<file path="src/rtl/cpcs_pkg.sv">
// rtl/cpcs_pkg.sv - shared 8b/10b ordered-set characters and framer state type
package cpcs_pkg;

  // Special characters presented to the 8b/10b encoder (K flag carried separately)
  localparam logic [7:0] K28_5 = 8'hBC;  // idle comma, even slots
  localparam logic [7:0] D16_2 = 8'h50;  // idle filler, odd slots
  localparam logic [7:0] K27_7 = 8'hFB;  // /S/ start of packet
  localparam logic [7:0] K29_7 = 8'hFD;  // /T/ end of packet
  localparam logic [7:0] K23_7 = 8'hF7;  // /R/ carrier extend
  localparam logic [7:0] K30_7 = 8'hFE;  // /V/ error propagation

  typedef enum logic [1:0] {
    ST_IDLE,
    ST_DATA,
    ST_EOF,
    ST_EXT
  } framer_state_t;

endpackage

</file>
<file path="src/rtl/cpcs_tx_framer.sv">
// rtl/cpcs_tx_framer.sv - wraps payload beats into /S/ ... /T/R/ frames with idle fill
module cpcs_tx_framer
  import cpcs_pkg::*;
#(
  parameter int MIN_IPG = 12
) (
  input  logic       clk,
  input  logic       rst,
  input  logic [7:0] tx_data,
  input  logic       tx_valid,
  input  logic       tx_last,
  output logic       tx_ready,
  output logic [7:0] d,
  output logic       k,
  output logic       force_disp,
  output logic       disp_sel,
  output logic       busy,
  output logic       underrun
);

  localparam logic [7:0] IPG = 8'(MIN_IPG);

  framer_state_t state;
  logic          slot_odd;    // parity of the character being produced this cycle
  logic [7:0]    idle_cnt;    // idle characters since the last frame, saturating
  logic          first_char;  // the next character is the first one after reset

  // Framer FSM: one output character per clock, all outputs registered
  always_ff @(posedge clk) begin
    if (rst) begin
      state      <= ST_IDLE;
      d          <= K28_5;
      k          <= 1'b1;
      slot_odd   <= 1'b1;
      idle_cnt   <= IPG;
      first_char <= 1'b1;
      force_disp <= 1'b0;
      underrun   <= 1'b0;
    end else begin
      slot_odd   <= ~slot_odd;
      force_disp <= first_char;
      first_char <= 1'b0;
      underrun   <= 1'b0;
      case (state)
        ST_IDLE: begin
          // /S/ only replaces a K28.5, so the frame always starts on an even slot
          if (!slot_odd && tx_valid && idle_cnt == IPG) begin
            d        <= K27_7;
            k        <= 1'b1;
            idle_cnt <= '0;
            state    <= ST_DATA;
          end else begin
            d <= slot_odd ? D16_2 : K28_5;
            k <= ~slot_odd;
            if (idle_cnt != IPG) begin
              idle_cnt <= idle_cnt + 8'd1;
            end
          end
        end
        ST_DATA: begin
          if (tx_valid) begin
            d <= tx_data;
            k <= 1'b0;
            if (tx_last) begin
              state <= ST_EOF;
            end
          end else begin
            // Source starved mid-frame: poison the frame and close it
            d        <= K30_7;
            k        <= 1'b1;
            underrun <= 1'b1;
            state    <= ST_EOF;
          end
        end
        ST_EOF: begin
          d     <= K29_7;
          k     <= 1'b1;
          state <= ST_EXT;
        end
        ST_EXT: begin
          // Leave once this /R/ is odd, so idle resumes on an even slot
          d <= K23_7;
          k <= 1'b1;
          if (slot_odd) begin
            state <= ST_IDLE;
          end
        end
        default: begin
          state <= ST_IDLE;
        end
      endcase
    end
  end

  assign tx_ready = (state == ST_DATA);
  assign busy     = (state != ST_IDLE);
  assign disp_sel = 1'b0;

endmodule

</file>
<file path="config.mk">
export PLATFORM = sky130hd
export DESIGN_NAME = cpcs_tx_framer
export DESIGN_NICKNAME = d
export VERILOG_FILES = /design/src/rtl/cpcs_pkg.sv /design/src/rtl/cpcs_tx_framer.sv
export SDC_FILE = /design/constraint.sdc
export NUM_CORES = 1
export LEC_CHECK = 0
export CAP_MARGIN = 10
export CORE_MARGIN = 2
export CORE_UTILIZATION = 43
export DETAILED_ROUTE_END_ITERATION = 10
export GPL_TIMING_DRIVEN = 0
export PLACE_DENSITY = 0.76
export REMOVE_ABC_BUFFERS = 1
export SYNTH_ARGS = -nofsm -noshare
export SYNTH_HDL_FRONTEND = slang
export SYNTH_SLANG_ARGS = --single-unit
</file>
<file path="constraint.sdc">
create_clock -name clk -period 1.88 [get_ports clk]
set_clock_uncertainty 0.1 [all_clocks]
set_input_delay 0.188 -clock clk [delete_from_list [all_inputs] [get_ports clk]]
set_output_delay 0.188 -clock clk [all_outputs]
set_load 0.02 [all_outputs]
</file>
==> flow_metrics.py <==
metrics = {
    "setup_path": {
        "path_buf_inv": 2,
        "crit_path_start_kind": "register",
        "path_max_fanout": 3,
        "critPathSlowestCell": "or4b_4",
        "ff2ff_path_depth": 6,
        "crit_path_start": "idle_cnt[0]",
        "endpoint_kind": "register",
        "r2r-start": "idle_cnt[0]",
        "worst_r2r_endpoint": "idle_cnt[3]",
        "r2r_setup_slack_ns": -0.03,
        "cp_slowest_stage_delay_ns": 0.47,
        "required_ns": 2.02,
        "critPathTopFamily": "compound AO/OA/AOI/OAI gates",
        "path_cells": "inv_4 -> ha_4 -> or4b_4 -> buf_4 -> o311a_1 -> o31ai_2",
        "worst-setup-path-type": "register to register",
        "crit_arrival_ns": 2.05,
    },
    "min_path": {
        "min_path_type": "input pin to register",
        "min_from": "tx_data[7]",
        "hold_end": "d[7]",
        "whs_path_depth": 3,
    },
    "yosys": {
        "synth-compound-area-share": 0.1589,
        "yosys.area.top_type_share": 0.4269,
        "synth_mux_area_frac": 0.02900,
        "yosys.cell_types.count": 35,
        "syn_area_per_cell_um2": 9.063,
        "yosys_warnings": 0,
        "syn-cell-area_um2": 1079,
        "synth_top_flop_cell": "dfxtp_1",
        "synth_fa_ha_area_frac": 0.08121,
        "ys_ff_latch": 23,
        "syn_inst": 119,
        "synth_top_family_by_area": "simple AND/OR/NAND/NOR gates",
        "synthXorXnorAreaFrac": 0.03248,
        "synth_simple_gate_area_frac": 0.2297,
        "yosysMostFrequentCell": "dfxtp_1",
        "yosys-top-cells-area": "dfxtp_1, ha_1, nand2_1",
        "async_reset_ff_frac": 0,
        "synth_seq_area_share": 0.4269,
        "synth_largest_area_cell": "dfxtp_1",
        "synth-edff-count": 0,
        "synthTopCellsByCount": "dfxtp_1, nand2_1, inv_1, nor3_1",
    },
    "routing": {
        "ant_nets": 0,
        "top_layer_used": "met4",
        "drt_iter0_markers": 22,
        "viasPerCell": 5.343,
        "met1_length_mm": 1.049,
        "routedWlPerCell_um": 13.66,
        "wl_met3_um": 185,
        "firstDrtPassIters": 4,
        "wl_met2_mm": 1.208,
        "vias": 967,
        "drc": 0,
        "wl_mm": 2.472,
    },
    "grt": {
        "grt_overflow": 0,
        "grt_pass1_vias": 922,
        "track_usage": 0.1868,
        "grt_pass1_wl_mm": 3.960,
        "grt_start_max_net_pins": 18,
        "antenna_found_initial": 0,
    },
    "layout": {
        "diodes": 0,
        "nNetsFinal": 171,
        "drive_gt1_frac": 0.1656,
        "stdcell_count": 181,
        "area_growth_pct": 37.35,
    },
    "die": {
        "num_io_pins": 26,
        "die_x_um": 54.08,
        "rows": 18,
        "dieArea_um2": 2925,
        "initial_core_util": 0.4434,
        "core_area_um2": 2432,
        "die_h_um": 54.08,
    },
    "cts": {
        "cts.path.max_buffers": 2,
        "cts_root_buffer": "clkbuf_4",
        "clock_sinks": 23,
        "cts_tree": "yes",
        "cts.clk_slew.worst_paths_ns": 0.12,
        "cts_hold_buffers": 0,
        "clock_latency_ns": 0.31,
        "cts_buffers": 3,
        "h-tree-depth": 1,
    },
    "placement": {
        "dp_cells": 171,
        "portBuffers": 24,
        "gp_congestion": 0.8600,
        "post-dp-hpwl_mm": 1.691,
        "dp_slack_ns": -0.1614,
    },
    "run_status": {
        "violations": "negative setup slack",
        "outcome": "finished, violations left",
    },
    "sta": {
        "tightest_slew_ns": 0.6113,
        "fmaxAchievable_ghz": 0.5223,
        "period_minus_slack_ns": 1.915,
        "hold_viol": 0,
        "maxSlewViolCount": 0,
        "max-slew-margin-rel": 0.5912,
        "grt_setup_unrepaired": "true",
        "setup_ws_ns": -0.03469,
        "finalCritPeriodShare": 1.018,
        "setup_viol_count_final": 2,
    },
    "power_and_ir_drop": {
        "power.density_nw_per_um2": 1335,
        "total_leakage_power_nw": 0.6253,
        "max-vdd-ir-drop_mv": 0.8074,
    },
    "run": {
        "cap_violations": 0,
    },
}
[power breakdown]
part | internal [mW] | leakage, nW | switching (mW) | total (mW)
Sequential | 0.595 | 0.191 | 0.0649 | 0.659
Clock | 0.0830 | 0.0150 | 0.143 | 0.226
Combinational | 0.539 | 0.420 | 0.552 | 1.09
Total | 1.22 | 0.625 | 0.761 | 1.98
[metal layers]
| layer | up-vias | track usage |
|---|---|---|
| met5 | - | 0 |
| met4 | 0 | 0.06667 |
| met3 | 4 | 0.05000 |
| met2 | 41 | 0.3333 |
| met1 | 446 | 0.2122 |
| li1 | 476 | - |
[sequential cells by signal (all words and copies together), names as in the netlist]
signal,count
k,1
underrun,1
idle_cnt,8
first_char,1
d,8
force_disp,1
state,2
slot_odd,1
[cells by family after synthesis]
family                     after synthesis
other                                    1
adders and majority gates                7
DFF                                     23
xor gates and xnor gates                 4
AOI/OAI and AO/OA                       22
and+or+nand+nor                         49
muxes                                    3
buffers and inverters                   10
[cell type report]
| type | count | area, µm² |
|---|---|---|
| Fill cell | 217 | 950.9 |
| Multi-Input combinational cell | 86 | 633.1 |
| Sequential cell | 23 | 465.4 |
| Timing Repair Buffer | 30 | 286.5 |
| Tap cell | 30 | 37.54 |
| Inverter | 8 | 32.53 |
| Clock buffer | 4 | 26.28 |
[placed cells by master (no fill, tap or decap), drive strengths merged, types with 4 or more instances in the layout]
cell type	Yosys	final
nor3	8	8
nand3	4	4
buf	1	6
nor2	7	7
inv	8	8
clkdlybuf4s50	0	22
clkbuf	1	4
nand2b	4	4
nand2	17	17
dfxtp	23	23
ha	7	7
o21ai	6	6
[worst reg2reg max path, cell delays in order, from the launching register on]
cell	delay, ns
dfxtp_4	0.38
inv_4	0.06
ha_4	0.12
or4b_4	0.47
buf_4	0.17
o311a_1	0.35
o31ai_2	0.20
[what timing repair did]
| item | CTS | global route |
|---|---|---|
| gates resized for setup | 13 | 6 |
| endpoints found under the hold margin | 0 | 0 |
| setup endpoints to repair | 6 | 16 |
| setup buffers | 7 | 0 |
| cloned | 0 | 0 |
| pin swaps | 3 | 2 |
[metrics by stage]
stage	utilization	TNS (ns)	instance area [µm²]	power [mW]	hold slack (ns)
after global placement	0.5530	-0.1165	1345	1.489	0.3200
after floorplan	-	-0.01794	1067	1.228	0.1157
after global routing	0.6091	-0.4252	1481	2.125	0.3138
after CTS	0.5977	-0.05618	1454	1.931	0.3081
after detailed placement	0.5530	-0.1955	1345	1.515	0.3292
final	0.6091	-0.06454	1481	1.977	0.3125
[worst max path at each step]
| stage | end | slack [ns] | cells past startpoint |
|---|---|---|---|
| 2_1_floorplan | state[0] | -0.02 | 6 |
| 3_3_place_gp | state[0] | -0.12 | 6 |
| 3_5_place_dp | state[0] | -0.16 | 6 |
| 4_1_cts | state[0] | -0.03 | 6 |
| 5_1_grt | state[0] | -0.10 | 6 |
| 6_report | idle_cnt[3] | -0.03 | 6 |
No activity file was read; power rests on OpenSTA's default activity.
